$ cat src/rtl/led_pattern_controller.sv
// Go Board switch/LED sequencer: synchronises and debounces four switches, steps a
// four-mode FSM on switch 1 and drives the LEDs as passthrough, toggles, chaser or blinker.
module led_pattern_controller #(
  parameter int DEBOUNCE_LIMIT = 250000,
  parameter int STEP_LIMIT     = 6250000
) (
  input  logic       i_Clk,
  input  logic       i_Rst_L,
  input  logic       i_Switch_1,
  input  logic       i_Switch_2,
  input  logic       i_Switch_3,
  input  logic       i_Switch_4,
  output logic       o_LED_1,
  output logic       o_LED_2,
  output logic       o_LED_3,
  output logic       o_LED_4,
  output logic [1:0] o_Mode
);

  localparam int DB_W = (DEBOUNCE_LIMIT > 1) ? $clog2(DEBOUNCE_LIMIT) : 1;
  localparam int ST_W = (STEP_LIMIT > 1) ? $clog2(STEP_LIMIT) : 1;
  localparam logic [DB_W-1:0] DB_LAST = DB_W'(DEBOUNCE_LIMIT - 1);
  localparam logic [ST_W-1:0] ST_LAST = ST_W'(STEP_LIMIT - 1);

  typedef enum logic [1:0] {
    MODE_PASS   = 2'd0,
    MODE_TOGGLE = 2'd1,
    MODE_CHASE  = 2'd2,
    MODE_BLINK  = 2'd3
  } mode_t;

  logic [3:0]      raw;
  logic [3:0]      sync_1;
  logic [3:0]      sync_2;
  logic [3:0]      stable;
  logic [3:0]      prev;
  logic [DB_W-1:0] db_cnt [4];
  logic [3:0]      press;

  assign raw   = {i_Switch_4, i_Switch_3, i_Switch_2, i_Switch_1};
  assign press = stable & ~prev;

  // A level is accepted only after it has differed from stable for DEBOUNCE_LIMIT cycles in a row.
  always_ff @(posedge i_Clk or negedge i_Rst_L) begin
    if (!i_Rst_L) begin
      sync_1 <= '0;
      sync_2 <= '0;
      stable <= '0;
      prev   <= '0;
      for (int k = 0; k < 4; k++) db_cnt[k] <= '0;
    end else begin
      sync_1 <= raw;
      sync_2 <= sync_1;
      prev   <= stable;
      for (int k = 0; k < 4; k++) begin
        if (sync_2[k] != stable[k]) begin
          if (db_cnt[k] == DB_LAST) begin
            stable[k] <= sync_2[k];
            db_cnt[k] <= '0;
          end else begin
            db_cnt[k] <= db_cnt[k] + DB_W'(1);
          end
        end else begin
          db_cnt[k] <= '0;
        end
      end
    end
  end

  mode_t           mode;
  logic [2:0]      latch;
  logic [3:0]      pattern;
  logic            dir_rev;
  logic            run;
  logic            blink;
  logic [ST_W-1:0] timer;
  logic [3:0]      leds;
  logic            hold;
  logic            tick;

  assign hold = (mode == MODE_CHASE) && !run;
  assign tick = (timer == ST_LAST) && !hold;

  // A mode advance takes priority over every other press in the same cycle.
  always_ff @(posedge i_Clk or negedge i_Rst_L) begin
    if (!i_Rst_L) begin
      mode    <= MODE_PASS;
      latch   <= '0;
      pattern <= 4'b0001;
      dir_rev <= 1'b0;
      run     <= 1'b1;
      blink   <= 1'b0;
      timer   <= '0;
      leds    <= '0;
    end else begin
      if (press[0]) begin
        timer <= '0;
        case (mode)
          MODE_PASS: begin
            mode  <= MODE_TOGGLE;
            latch <= '0;
          end
          MODE_TOGGLE: begin
            mode    <= MODE_CHASE;
            pattern <= 4'b0001;
            dir_rev <= 1'b0;
            run     <= 1'b1;
          end
          MODE_CHASE: begin
            mode  <= MODE_BLINK;
            blink <= 1'b1;
          end
          default: mode <= MODE_PASS;
        endcase
      end else begin
        if (!hold) timer <= tick ? '0 : timer + ST_W'(1);
        case (mode)
          MODE_TOGGLE: latch <= latch ^ press[3:1];
          MODE_CHASE: begin
            if (press[1]) dir_rev <= ~dir_rev;
            if (press[2]) run <= ~run;
            // Direction is sampled at the tick, so a reversal keeps the current position.
            if (tick) pattern <= dir_rev ? {pattern[0], pattern[3:1]}
                                         : {pattern[2:0], pattern[3]};
          end
          MODE_BLINK: if (tick) blink <= ~blink;
          default: ;
        endcase
      end

      case (mode)
        MODE_PASS:   leds <= stable;
        MODE_TOGGLE: leds <= {latch, 1'b0};
        MODE_CHASE:  leds <= pattern;
        default:     leds <= {4{blink}};
      endcase
    end
  end

  assign o_LED_1 = leds[0];
  assign o_LED_2 = leds[1];
  assign o_LED_3 = leds[2];
  assign o_LED_4 = leds[3];
  assign o_Mode  = mode;

endmodule

$ cat config.mk
export PLATFORM = sky130hd
export DESIGN_NAME = led_pattern_controller
export DESIGN_NICKNAME = d
export VERILOG_FILES = /design/src/rtl/led_pattern_controller.sv
export SDC_FILE = /design/constraint.sdc
export NUM_CORES = 1
export LEC_CHECK = 0
export BUFFER_PORTS_ARGS = -buffer_cell sky130_fd_sc_hd__buf_2
export CAP_MARGIN = 15
export CORE_MARGIN = 1.5
export CORE_UTILIZATION = 44
export CTS_BUF_LIST = sky130_fd_sc_hd__clkbuf_4 sky130_fd_sc_hd__clkbuf_8
export CTS_CLUSTER_SIZE = 20
export DETAILED_ROUTE_END_ITERATION = 6
export SYNTH_ARGS = -nofsm -noshare
export SYNTH_HDL_FRONTEND = slang
export SYNTH_SLANG_ARGS = --single-unit
$ cat constraint.sdc
create_clock -name i_Clk -period 1.92 [get_ports i_Clk]
set_input_delay 0.576 -clock i_Clk [delete_from_list [all_inputs] [get_ports i_Clk]]
set_output_delay 0.576 -clock i_Clk [all_outputs]
set_load 0.05 [all_outputs]
# Word level (Yosys, flattened, before mapping)
# Index checks and enable logic that the tools add are counted.
# word_totals
ff_bits,127
# op_classes
n_addsub,5
eq_ne,16
n_mux,33
bitwise_logic,6
reduce_logical,20
# op_table
cell,n
$mux 18,8
$add 18x1->18 const B,4
$eq 18x18->1 const B,4
$mux 23,3
$add 23x1->23 const B,1
$eq 23x23->1 const B,1
$mux 4,5
$mux 1,12
$pmux 4 s3,1
$reduce_and 3->1,4
$reduce_bool 2->1,6
$reduce_and 2->1,5
$mux 3,3
$ne 2x1->1 const B,3
$pmux 2 s3,1
$and 4x4->4,1
$eq 2x2->1 const B,2
$ne 1x1->1,4
$not 4->4,1
$not 1->1,3
$xor 3x3->3,1
$eq 2x1->1 const B,1
$logic_and 1x1->1,2
$logic_not 1->1,2
other kinds (2),2

# Depth between registers and ports, before layout
# Gate-level depths: netlist of run 1.
# logic_depth
word_depth,7
ltp_mapped,7

# Worst setup path before layout of run 1
# Ideal clock, no wire load.
# synth_path
path_kind,register -> register
startpoint,register mode[0] (netlist: o_Mode[0])
endpoint,register timer[2]
arrival_time_ns,2.155
setup_slack_ns,-0.367
path_stages_with_launch,8
n_path_buf,1
synth_period_minus_slack_ns,2.287
cell_sequence,dfrtp_1 inv_1 ha_1 nand2b_1 nand4_1 o21ai_1 clkbuf_1 nor2_1
# synth_between
elab_chain_len,7
word_cells_on_any_way,8
cone_classes,eq/ne (2); mux (3); reduce/logical (3)
# synth_rtl
item,line,rtl
"start, declared",70,mode_t mode;
"start signal, assigned",87,mode <= MODE_PASS;
"start signal, assigned",100,mode <= MODE_TOGGLE;
"start signal, assigned",104,mode <= MODE_CHASE;
$eq 2x2->1 (*),81,assign hold = (mode == MODE_CHASE) && !run;
$logic_and 1x1->1 (*),81,
$logic_not 1->1,-,
$logic_and 1x1->1,82,assign tick = (timer == ST_LAST) && !hold;
$mux 23 (2 in series),116,if (!hold) timer <= tick ? '0 : timer + ST_W'(1);
$mux 23,96,if (press[0]) begin
"end signal, assigned",116,
"end, declared",76,logic [ST_W-1:0] timer;
# Every way passes the cells marked *; elsewhere a longest branch is shown, timed or not. The select of a mux whose other input is x is not followed.
# A chain may end at the register's enable or synchronous reset.

# Worst setup path after layout of run 1
# layout_path
startpoint,register timer[4]
endpoint,register timer[19]
# layout_between
elab_chain_len,5
word_cells_on_any_way,6
cone_classes,add/sub (1); eq/ne (1); mux (3); reduce/logical (1)
# layout_rtl
item,line
branches (longest 2 deep; another with $add 23x1->23),-
$mux 23 (*) (2 in series),116
$mux 23 (*),96
# Every way passes the cells marked *. The select of a mux whose other input is x is not followed.

==> results.md, run 1 <==
Outcome:
- The flow ran to the end, and the final reports show no timing, DRC or antenna violations.

Worst setup path:
- The sort of element at the start of the critical path is a flop.
- Measured in cells, the most critical reg-to-reg path has a length of 4.
- The arrival time reported for the critical path endpoint is 2.23 ns.
- The setup slack on the worst flop-to-flop path is 0.07 ns.
- In this run the critical register-to-register path is captured at timer[19]$_DFFE_PN0P_.
- The startpoint identified for the worst register-to-register timing path is timer[4]$_DFFE_PN0P_.
- The critical path is of the reg2reg type.
- The required time reported for the critical path endpoint is 2.30 ns.
- The worst setup path is captured at a flop.
- Of all nets on the critical path, the largest fanout is 12.

STA:
- Setup repair after global routing could not meet its margin everywhere.
- The worst path in the final design needs a cycle of 1.85 ns, including I/O delays and setup.
- Final hold analysis gives a worst-case slack of 0.0301 ns.
- The post-route fraction of the period consumed by the critical path is 96.5%.
- At the pin with the least slew margin, the transition time is 0.494 ns.
- The number of failing setup endpoints in the final timing report is 0.
- The top achievable clock speed is 540 MHz.
- Clock skew on the completed layout was measured at 0.00630 ns.
- In this run the tightest slew margin relative to its limit is 66.2%.
- The final count of pins violating max slew is 0.
- The final hold violation count came to 0.
- Adding up every negative setup slack in the final design gives 0 ns.
- The least setup slack across all paths after layout is 0.0670 ns.

Global route:
- Entering global routing, the biggest net connects 46 pins.
- The initial antenna violation count is 0.
- The total global-route track usage is 17.8%.
- The total overflow left after global routing is 0.
- The via count of the first global-routing pass is 4,513.
- The first global-routing pass estimated 21.0 mm of wire.

Cells and area:
- The repair_antennas step left the layout with diodes totalling 0.
- The number of nets in the finished design is 705.
- The finished layout holds 882 standard cells, fillers aside.
- The area growth from synthesis to layout is 16.2%.
- The post-route netlist has 17.4% of its cells at a drive strength greater than 1.

Floorplanning:
- For this configuration, the core starts out at a cell density of 45.0%.
- The width of the die is 122 um.
- Row generation in the floorplan step produced 43 rows.
- In this run the standard cell core region covers 0.0138 mm^2.
- The number of I/O pins is 12.
- The floorplan step defined a die boundary enclosing 0.0149 mm^2.
- In this run the vertical extent of the chip is 122 um.

Detailed routing:
- The detail route stage leaves a number of antenna-violating nets equal to 0.
- The detail-routed via count per cell is 5.37.
- After detailed routing, the number of remaining DRC violations is 0.
- Summing over every cut layer, the via total after detailed routing is 4,740.
- The overall routed net length is 12.1 mm.
- The wire length per cell is 13.8 um.
- The first routing iteration left 330 violations.
- The first TritonRoute pass finished after 4 iterations.

Logic synthesis:
- The most common cell in the synthesized netlist is dfrtp_1.
- The share of synthesized area in the top cell type comes to 50.3%.
- The sequential cell area fraction in the yosys report is 51.1%.
- Synthesis handed over a netlist of 631 instances.
- The count of yosys warnings during synthesis is 0.
- The synthesized area divided by synthesized cell count is 9.86 um^2.
- Yosys mapped the design onto 52 distinct sky130hd cell types.
- The share of flip-flops with an asynchronous set or reset is 100%.
- The count of state elements after synthesis is 127.
- Counting flops with a built-in enable in the synthesized netlist gives 0.
- After synthesis the cells add up to 0.00622 mm^2.
- After synthesis, the cell types taking the most area are dfrtp_1, xnor2_1, nor2_1.
- The largest total area in the synthesized netlist belongs to dfrtp_1.
- Sorting the synthesized cells by how often they occur yields dfrtp_1, nor2_1, nand2_1, xnor2_1, a21oi_1.
- Among all flip-flop cells after synthesis, the most frequent one is dfrtp_1.
- Synthesis produced a netlist with a net count of 647.

Min path:
- The worst min-delay path class is in2async.

Place:
- Input and output buffers added on the ports amount to 11.
- The worst slack at placement is 0.0461 ns.
- The half-perimeter wire length after detailed placement is 8.42 mm.
- The final weighted congestion of routability-driven global placement is 0.821.
- The number of placed instances, taps included, is 845.

CTS:
- After clock tree synthesis, the clock-pin slew on the worst setup and hold paths is 0.08 ns.
- The cell at the root of the clock tree is clkbuf_8.
- No sink is reached through more buffers than the 2 on the longest clock path.
- The deepest level of the CTS H-tree is 4.
- TritonCTS created 17 clock buffers.
- The CTS tree is done.
- The TritonCTS sink count is 127.
- The number of hold buffers added after CTS was 0.
- The later pin in the worst-skew pair is clocked with a latency of 0.44 ns.

Job:
- The max-cap violation count is 0.

Power and ir drop:
- The power density over cell area is 706 mW/mm^2.
- The leakage power is 2.91 nW.
- Power comes to 0.00510 W.
- The worst supply voltage drop on vdd is 0.843 mV.
==> state kept, by name, indices dropped and copies added (netlist names) <==
name / cells
blink: 1
db_cnt: 72
dir_rev: 1
latch: 3
leds: 4
o_Mode: 2
pattern: 4
prev: 4
run: 1
stable: 4
sync_1: 4
sync_2: 4
timer: 23
==> critical path: stages (launching register included) <==
cell	delay, ns
dfrtp_1	0.47
nand4_1	0.15
or4_4	0.51
or4b_4	0.51
a21oi_2	0.14
==> worst max-delay path by stage <==
stage | from | end | slack (ns)
6_report | timer[4]$_DFFE_PN0P_ | timer[19]$_DFFE_PN0P_ | 0.07
5_1_grt | timer[4]$_DFFE_PN0P_ | timer[19]$_DFFE_PN0P_ | -0.01
4_1_cts | timer[11]$_DFFE_PN0P_ | timer[19]$_DFFE_PN0P_ | 0.02
3_5_place_dp | timer[11]$_DFFE_PN0P_ | timer[19]$_DFFE_PN0P_ | 0.05
3_3_place_gp | timer[11]$_DFFE_PN0P_ | timer[19]$_DFFE_PN0P_ | 0.11
2_1_floorplan | db_cnt[64]$_DFF_PN0_ | db_cnt[61]$_DFF_PN0_ | 0.002
==> kinds of logic (layout without fill, tap and decap cells) <==
group                    count (synthesis)  count (layout)  share of synthesized area, %
AO/OA/AOI/OAI                           92              92                          9.53
adder cells (fa/ha/maj)                 10              10                          2.01
flip-flops                             127             127                          51.1
buffers and inverters                   37             108                          2.55
XOR/XNOR                                64              64                          9.01
AND/OR/NAND/NOR                        288             288                          23.6
multiplexers                            13              13                          2.17
==> routing by layer <==
layer	up-vias	GRT usage, %	share of wire [%]	wire length, um
li1	2369	-	-	-
met2	54	27.9	47	5700
met3	14	4.54	2.6	314
met1	2303	23.8	49	5960
met4	0	6.47	1.4	174
met5	-	0	0	0
==> layout by cell type, fill, tap and decap left out, types with 5 or more instances in the layout <==
| master | netlist | final |
|---|---|---|
| dfrtp_1 | 125 | 123 |
| nor2_1 | 86 | 86 |
| nand2_1 | 49 | 49 |
| buf_4 | 0 | 44 |
| xnor2_1 | 42 | 42 |
| a21oi_1 | 36 | 35 |
| nand3_1 | 34 | 34 |
| nand4_1 | 23 | 23 |
| xor2_1 | 22 | 22 |
| o21ai_0 | 22 | 22 |
| nor4_1 | 20 | 20 |
| clkbuf_8 | 0 | 20 |
| inv_1 | 20 | 19 |
| o31ai_1 | 15 | 15 |
| or4_1 | 14 | 13 |
| nor3_1 | 13 | 12 |
| buf_2 | 4 | 10 |
| mux2i_1 | 9 | 9 |
| ha_1 | 10 | 9 |
| or3_1 | 9 | 8 |
| nor2b_1 | 6 | 6 |
| clkinvlp_4 | 0 | 6 |
| and3_1 | 5 | 5 |
| and4_1 | 5 | 5 |
==> cell type report <==
cell class,instances,area [um^2]
Clock buffer,20,275
Clock inverter,12,111
Fill cell,1239,6590
Inverter,20,75.1
Multi-Input combinational cell,467,2940
Sequential cell,127,3180
Tap cell,180,225
Timing Repair Buffer,56,420
==> repair_timing <==
item / CTS / global route
buffers inserted: 0 / 5
endpoints found under the hold margin: 0 / 0
resized for setup: 0 / 5
setup endpoints to repair: 0 / 9
==> report_power, final <==
group          switching (W)  internal (W)
registers          0.0000251       0.00270
clock network        0.00110       0.00113
logic               0.000102     0.0000490
total                0.00123       0.00388
==> metrics by stage <==
step | utilization, % | area [um^2]
final | 52.3 | 7230
after global routing | 52.3 | 7230
after detailed placement | 49.1 | 6790
after CTS | 51.9 | 7170
after global placement | 49.1 | 6790
after floorplan | - | 6260
Power figures use the tool's default switching activity.
==> inputs of run 2 (changes only) <==
--- a/config.mk
+++ b/config.mk
@@ -12,6 +12,7 @@
 export CTS_BUF_LIST = sky130_fd_sc_hd__clkbuf_4 sky130_fd_sc_hd__clkbuf_8
 export CTS_CLUSTER_SIZE = 20
 export DETAILED_ROUTE_END_ITERATION = 6
+export PLACE_DENSITY = 0.66
 export SYNTH_ARGS = -nofsm -noshare
 export SYNTH_HDL_FRONTEND = slang
 export SYNTH_SLANG_ARGS = --single-unit
==> results.md, run 2 (synthesis results as in run 1) <==
Detailed routing:
- The detail-routed via count per cell is 5.54 (was 5.37).
- The overall routed net length was 12.3 mm (was 12.1 mm).
- The wire length per cell is 14.0 um (was 13.8 um).
- The number of remaining DRC errors is 0 (unchanged).
- The total via count after detailed routing is 4,873 (was 4,740).
- The residual antenna-violating net count after detailed routing is 0 (unchanged).
- The number of violations reported at the end of detailed-routing iteration 0 was 302 (was 330).
- The first-pass iteration count of the detailed router was 6 (was 4).

Cells and area:
- The non-filler instance count after layout is 880 (was 882).
- The flip-flop count of the largest register, all copies and words added is 72 (unchanged).
- The area growth from synthesis to layout was 17.6% (was 16.2%).
- The finished layout cell area is 0.00732 mm^2 (was 0.00723 mm^2).
- Leading registers by flop count: db_cnt (72), timer (23) (unchanged).
- The utilization of the core after routing came to 52.9% (was 52.3%).
- Most used cells in the layout excluding fill and tap cells: dfrtp_1, nor2_1, nand2_1 (unchanged).
- The most frequent standard cell in the layout excluding fill and tap cells is dfrtp_1 (unchanged).
- The number of nets in the finished design was 703 (was 705).
- The register with the most flip-flops is db_cnt (unchanged).
- The ratio of cells with drive above 1 in the final layout is 16.7% (was 17.4%).
- The number of antenna cells inserted is 0 (unchanged).

STA:
- The least setup slack across all paths after layout is 0.0697 ns (was 0.0670 ns).
- The final critical-path required period is 1.85 ns (about the same).
- The final hold violation count is 0 (unchanged).
- RSZ-0062 raised after global routing: true (unchanged).
- The final count of pins violating max slew was 0 (unchanged).
- The post-route fraction of the period consumed by the critical path came to 96.4% (was 96.5%).
- The top achievable clock speed is 540 MHz (about the same).
- The measured slew at the worst slew-check pin is 0.548 ns (was 0.494 ns).
- The worst setup skew after layout is 0.0120 ns (was 0.00630 ns).
- The number of failing setup endpoints in the final timing report is 0 (unchanged).
- The worst slew margin relative to its limit was 62.6% (was 66.2%).

Worst setup path:
- The sort of element at the start of the critical path is a flop (unchanged).
- The path type of the worst setup path is reg2reg (unchanged).
- The arrival time reported for the critical path endpoint is 2.21 ns (was 2.23 ns).
- The type of element capturing the critical path is a flop (unchanged).
- The dominant delay contributor by cell family on the critical path is simple AND/OR/NAND/NOR gates (unchanged).
- The largest fanout on the critical path is 4 (was 12).
- The cell type of the slowest stage on the worst timing path is or4_2 (was or4_4).
- The combined buffer and inverter count along the critical path came to 0 (unchanged).
- The delay of the slowest cell on the worst path was 0.64 ns (was 0.51 ns).
- The required time reported for the critical path endpoint is 2.28 ns (was 2.30 ns).
- Crit path cell chain: nor2b_1 -> o2111ai_4 -> or4_2 -> a21oi_1 (was nand4_1 -> or4_4 -> or4b_4 -> a21oi_2).

CTS:
- The clock transition at the registers of the reported paths is 0.07 ns (was 0.08 ns).
- The CTS tree is done (unchanged).
- The maximum buffer depth of the clock tree is 2 (unchanged).
- The TritonCTS sink count is 127 (unchanged).
- The clock network latency to the later pin of the worst-skew pair was 0.44 ns (about the same).
- The deepest level of the CTS H-tree is 4 (unchanged).
- The CTS buffer count came to 17 (unchanged).
- The cell at the root of the clock tree is clkbuf_8 (unchanged).

Power and ir drop:
- The worst supply voltage drop on vdd is 0.789 mV (was 0.843 mV).
- The leakage power is 2.97 nW (was 2.91 nW).
- The power density over cell area is 768 mW/mm^2 (was 706 mW/mm^2).

Place:
- The half-perimeter wire length after detailed placement was 8.57 mm (was 8.42 mm).
- The final weighted congestion of routability-driven global placement is 0.840 (was 0.821).
- The worst slack at placement was 0.0518 ns (was 0.0461 ns).
- The number of buffers added on ports is 11 (unchanged).
- The post-place instance area came to 0.00678 mm^2 (was 0.00679 mm^2).
- The count of placed standard cells including taps was 842 (was 845).

Floorplanning:
- The number of I/O pins was 12 (unchanged).
- The die outline height is 122 um (unchanged).
- The area enclosed by the die boundary is 0.0149 mm^2 (unchanged).
- The width of the die is 122 um (unchanged).
- The starting utilization of the core area was 45.0% (unchanged).
- The area of the core came to 0.0138 mm^2 (unchanged).
- The number of standard-cell rows in the floorplan came to 43 (unchanged).

Global route:
- The total overflow reported by the global router was 0 (unchanged).
- The via count of the first global-routing pass was 4,850 (was 4,513).
- The total global-route track usage was 18.6% (was 17.8%).
- The initial antenna violation count is 0 (unchanged).
- The wire length of the first global-routing pass was 21.8 mm (was 21.0 mm).
- The largest net degree at the start of global routing is 53 (was 46).

Job:
- The max-cap violation count came to 0 (unchanged).

Min path:
- The worst min-delay path class is in2reg (was in2async).

Outcome:
- Run status: finished, final reports clean (unchanged).
[run 2: changes by cell type in the layout (fill, tap and decap cells not counted)]
cell	change
clkbuf_8	+1
clkinv_4	-1
buf_12	+1
or4b_4	-1
dlygate4sd3_1	+1
or4b_1	+1
bufinv_16	+4
buf_4	-4
clkbuf_4	+2
a21oi_2	-1
a21oi_1	+1
clkinvlp_4	-6
[run 2: through the flow]
step	hold slack (ns)	TNS [ns]	total power, W
2_1_floorplan	0.280	0	0.00284
3_3_place_gp	0.333	0	0.00293
3_5_place_dp	0.336	0	0.00294
4_1_cts	0.201	0	0.00572
5_1_grt	0.203	-0.0187	0.00585
6_report	0.241	0	0.00563
[run 2: worst register-to-register path, delay by kind of cell, from the launching register on]
kind,cells,cell delay (ns)
AND/OR/NAND/NOR,2,1.11
flip-flops,1,0.35
AO/OA/AOI/OAI,2,0.31
[run 2: worst paths after layout]
path,startpoint,to,slack [ns],cells after the start
setup reg to reg,stable[0]$_DFFE_PN0P_,timer[15]$_DFFE_PN0P_,0.07,4
min in group asynchronous,i_Rst_L,sync_2[0]$_DFF_PN0_,0.52,2
hold reg to reg,sync_1[3]$_DFF_PN0_,sync_2[3]$_DFF_PN0_,0.35,0
max in group asynchronous,i_Rst_L,timer[12]$_DFFE_PN0P_,0.85,3
setup / recovery,stable[0]$_DFFE_PN0P_,timer[15]$_DFFE_PN0P_,0.07,4
hold / removal,i_Switch_3,sync_1[2]$_DFF_PN0_,0.24,1
[run 2: timing repair]
item	4_1_cts	5_1_grt
endpoints found under the setup margin	0	27
endpoints found under the hold margin	6	0
hold buffers	1	0
resized for setup	0	3
setup buffers	0	5
[run 2: final cells by class]
class / count / area, um^2
inverters: 20 / 75.1
multi-input cells: 467 / 2940
well taps: 180 / 225
clock inverters: 9 / 178
flip-flops and latches: 127 / 3180
clock buffers: 23 / 304
repair buffers: 54 / 420
fillers: 1194 / 6510
[run 2: layer usage]
layer / share of wire (%) / vias to the layer above / global-route usage, %
li1: - / 2361 / -
met1: 44 / 2434 / 22.1
met2: 51 / 65 / 31.7
met3: 2.9 / 13 / 4.92
met4: 1.3 / 0 / 7.87
met5: 0 / - / 0
[run 2: where the power goes]
group / switching [W] / total [W] / internal [W]
sequential: 0.0000249 / 0.00273 / 0.00270
combinational: 0.000102 / 0.000152 / 0.0000502
clock: 0.00103 / 0.00274 / 0.00172
total: 0.00115 / 0.00563 / 0.00447
==> inputs of run 3 (changes only) <==
--- a/config.mk
+++ b/config.mk
@@ -5,6 +5,7 @@
 export SDC_FILE = /design/constraint.sdc
 export NUM_CORES = 1
 export LEC_CHECK = 0
+export ABC_AREA = 1
 export BUFFER_PORTS_ARGS = -buffer_cell sky130_fd_sc_hd__buf_2
 export CAP_MARGIN = 15
 export CORE_MARGIN = 1.5
@@ -12,7 +13,7 @@
 export CTS_BUF_LIST = sky130_fd_sc_hd__clkbuf_4 sky130_fd_sc_hd__clkbuf_8
 export CTS_CLUSTER_SIZE = 20
 export DETAILED_ROUTE_END_ITERATION = 6
-export PLACE_DENSITY = 0.66
+export PLACE_DENSITY = 0.6
 export SYNTH_ARGS = -nofsm -noshare
 export SYNTH_HDL_FRONTEND = slang
 export SYNTH_SLANG_ARGS = --single-unit
==> results.md, run 3 <==
Place:
- The final weighted congestion of routability-driven global placement came to 0.910 (was 0.840).
- The half-perimeter wire length after detailed placement is 11.5 mm (was 8.57 mm).
- The number of buffers added on ports is 11 (unchanged).

Power and ir drop:
- The power density over cell area is 640 mW/mm^2 (was 768 mW/mm^2).
- The relative contribution of combinational cells to total power is 3.0% (was 2.7%).
- The total chip power was 0.00506 W (was 0.00563 W).
- The net switching power figure is 0.00124 W (was 0.00115 W).
- The share of total power in sequential cells was 54.0% (was 48.5%).
- The proportion of power drawn by the clock network is 43.0% (was 48.8%).
- The leakage power is 3.58 nW (was 2.97 nW).
- The design internal power came to 0.00382 W (was 0.00447 W).
- The worst supply voltage drop on vdd is 0.633 mV (was 0.789 mV).
- The share of total power consumed by net switching is 24.6% (was 20.5%).

Global route:
- The total overflow reported by the global router was 0 (unchanged).
- The initial antenna violation count came to 0 (unchanged).
- The wire length of the first global-routing pass is 26.5 mm (was 21.8 mm).
- The total global-route track usage was 19.9% (was 18.6%).
- The largest net degree at the start of global routing came to 40 (was 53).
- The via count of the first global-routing pass was 5,639 (was 4,850).

Cells and area:
- The number of antenna cells inserted came to 0 (unchanged).
- The number of nets in the finished design is 1,027 (was 703).
- Most used cells in the layout excluding fill and tap cells: nand2_1, nor2_1, inv_1 (was dfrtp_1, nor2_1, nand2_1).
- The final-layout fill cell count came to 1,544 (was 1,194).
- The most frequent standard cell in the layout excluding fill and tap cells was nand2_1 (was dfrtp_1).
- The utilization of the core after routing is 50.0% (was 52.9%).
- Leading registers by flop count: db_cnt (72), timer (23) (unchanged).
- The register with the most flip-flops is db_cnt (unchanged).
- The area growth from synthesis to layout came to 11.6% (was 17.6%).
- The flip-flop count of the largest register, all copies and words added is 72 (unchanged).
- The ratio of cells with drive above 1 in the final layout is 9.47% (was 16.7%).

Logic synthesis:
- The fraction of synthesized cell area taken by the top area cell type was 44.1% (was 50.3%).
- The post-synthesis cell type with the largest combined area is dfrtp_1 (unchanged).
- The share of flip-flops with an asynchronous set or reset is 100% (unchanged).
- The count of state elements after synthesis was 127 (unchanged).
- The number of enable flip-flop cells after synthesis is 0 (unchanged).
- The number of distinct library cells after synthesis came to 35 (was 52).
- The predominant post-synthesis flop cell is dfrtp_1 (unchanged).
- The sequential cell area fraction in the yosys report is 44.9% (was 51.1%).
- The synthesized area divided by synthesized cell count was 7.29 um^2 (was 9.86 um^2).
- The most common cell in the synthesized netlist is nand2_1 (was dfrtp_1).
- Main area contributors after synthesis: dfrtp_1, nand2_1, nor2_1 (was dfrtp_1, xnor2_1, nor2_1).
- The count of yosys warnings during synthesis is 0 (unchanged).
- The synthesized netlist net count was 989 (was 647).
- The post-synth design cell area is 0.00709 mm^2 (was 0.00622 mm^2).
- The gate count after technology mapping is 973 (was 631).
- Commonest cells post-synth: nand2_1, nor2_1, inv_1, dfrtp_1, nand3_1 (was dfrtp_1, nor2_1, nand2_1, xnor2_1, a21oi_1).

Worst setup path:
- The type of element capturing the critical path is an output port (was flop).
- The cell type of the slowest stage on the worst timing path is dfrtp_1 (was or4_2).
- Crit path cell chain: buf_4 -> buf_2 (was nor2b_1 -> o2111ai_4 -> or4_2 -> a21oi_1).
- The delay of the slowest cell on the worst path is 0.37 ns (was 0.64 ns).
- The sort of element at the start of the critical path is a flop (unchanged).
- The arrival time reported for the critical path endpoint is 1.23 ns (was 2.21 ns).
- The largest fanout on the critical path is 4 (unchanged).
- The required time reported for the critical path endpoint was 1.34 ns (was 2.28 ns).
- The path type of the worst setup path was reg2out (was reg2reg).
- The worst reg2reg path depth was 10 (was 4).

CTS:
- The deepest level of the CTS H-tree was 4 (unchanged).
- The maximum buffer depth of the clock tree is 2 (unchanged).
- The cell at the root of the clock tree is clkbuf_8 (unchanged).
- The hold buffer count at CTS came to 0 (was 1).
- The clock network latency to the later pin of the worst-skew pair is 0.45 ns (was 0.44 ns).
- The post-cts gate resize count came to 0 (unchanged).
- The count of buffers added by post-CTS timing repair for setup is 0 (unchanged).
- The CTS tree is done (unchanged).
- The CTS buffer count is 17 (unchanged).
- The TritonCTS sink count came to 127 (unchanged).
- The clock transition at the registers of the reported paths is 0.08 ns (was 0.07 ns).

Detailed routing:
- The detail-routed via count per cell is 4.82 (was 5.54).
- The wire length per cell came to 12.4 um (was 14.0 um).
- The number of violations reported at the end of detailed-routing iteration 0 was 399 (was 302).
- The residual antenna-violating net count after detailed routing came to 0 (unchanged).
- The first-pass iteration count of the detailed router is 5 (was 6).
- The number of remaining DRC errors is 0 (unchanged).
- The total via count after detailed routing is 5,973 (was 4,873).
- The overall routed net length is 15.4 mm (was 12.3 mm).

STA:
- The worst setup skew after layout was 0.0112 ns (was 0.0120 ns).
- The post-route fraction of the period consumed by the critical path is 93.9% (was 96.4%).
- The final critical-path required period is 1.80 ns (was 1.85 ns).
- The top achievable clock speed is 555 MHz (was 540 MHz).
- The measured slew at the worst slew-check pin is 0.440 ns (was 0.548 ns).
- The final count of pins violating max slew is 0 (unchanged).
- The final hold violation count was 0 (unchanged).
- The worst slew margin relative to its limit was 70.4% (was 62.6%).
- The aggregate negative setup slack is 0 ns (unchanged).
- The number of failing setup endpoints in the final timing report is 0 (unchanged).
- RSZ-0062 raised after global routing: false (was true).

Floorplanning:
- The width of the die is 130 um (was 122 um).
- The area of the core came to 0.0158 mm^2 (was 0.0138 mm^2).
- The die outline height came to 130 um (was 122 um).
- The area enclosed by the die boundary is 0.0169 mm^2 (was 0.0149 mm^2).
- The number of standard-cell rows in the floorplan is 46 (was 43).
- The starting utilization of the core area came to 44.8% (was 45.0%).
- The number of I/O pins is 12 (unchanged).

Outcome:
- Run status: finished, final reports clean (unchanged).

Job:
- The max-cap violation count was 0 (unchanged).

Min path:
- The worst min-delay path class is in2async (was in2reg).
[run 3: cell types whose count changed after synthesis, moves of 15 or more]
cell     previous run  this run
nor3_1             13        39
nand2_1            49       256
nor2_1             86       185
nand3_1            34        60
nor4_1             20         0
inv_1              20       129
xnor2_1            42         6
a21oi_1            36        21
o31ai_1            15         0
[run 3: kinds of logic (layout without fill, tap and decap cells)]
logic type	count (synthesis)	count (layout)	synth area share [%]
AOI/OAI and AO/OA	57	57	4.45
xor gates and xnor gates	31	31	3.83
adders and majority gates	10	10	1.76
buffers and inverters	135	186	7.32
DFF	127	127	44.9
and+or+nand+nor	613	613	37.8
[run 3: metal layers]
| metal | track usage, % | part of all wire, % | routed length (um) | up-vias |
|---|---|---|---|---|
| li1 | - | - | - | 3135 |
| met1 | 27.6 | 50 | 7720 | 2721 |
| met2 | 30.8 | 45 | 6910 | 100 |
| met3 | 4.88 | 3.7 | 573 | 17 |
| met4 | 6.27 | 1.2 | 189 | 0 |
| met5 | 0 | 0 | 0 | - |
[run 3: layout make-up]
class	instances	area, um^2	area share (%)
Multi-Input combinational cell	711	3400	43.0
Sequential cell	127	3180	40.2
Inverter	130	488	6.17
Tap cell	216	270	3.42
Clock buffer	19	255	3.23
Timing Repair Buffer	24	196	2.48
Clock inverter	13	116	1.47
[run 3: worst max-delay path: cells and delay by family (launching register included)]
family   cells  cell delay (ns)
buf+inv      2             0.40
flops        1             0.37
[run 3: final timing paths]
path	startpoint	to	slack, ns
worst min register to register	sync_1[3]$_DFF_PN0_	sync_2[3]$_DFF_PN0_	0.35
worst max-delay path	o_Mode[1]$_DFFE_PN0P_	o_Mode[1]	0.12
worst max register to register	o_Mode[0]$_DFFE_PN0P_	pattern[0]$_DFFE_PN1P_	0.19
worst min-delay path	i_Rst_L	db_cnt[53]$_DFF_PN0_	0.04
max in group asynchronous	i_Rst_L	latch[2]$_DFFE_PN0P_	1.33
min in group i_Clk	i_Switch_4	sync_1[3]$_DFF_PN0_	0.23
[run 3: power by group through the flow]
stage	registers (W)	logic [W]	clock network (W)
finish	0.00273	0.000154	0.00218
global route	0.00273	0.000180	0.00237
CTS	0.00273	0.000161	0.00225
detailed placement	0.00278	0.000161	0
global placement	0.00278	0.000160	0
floorplan	0.00278	0.0000617	0
[run 3: through the flow]
stage | setup slack (ns) | std cells | instance area, um^2 | hold slack [ns]
2_1_floorplan | 0.109 | 973 | 7090 | 0.280
3_3_place_gp | 0.173 | 1208 | 7530 | 0.332
3_5_place_dp | 0.175 | 1208 | 7530 | 0.336
4_1_cts | 0.0697 | 1240 | 7900 | 0.0410
5_1_grt | 0.0142 | 1240 | 7910 | 0.0428
6_report | 0.117 | 1240 | 7910 | 0.0428
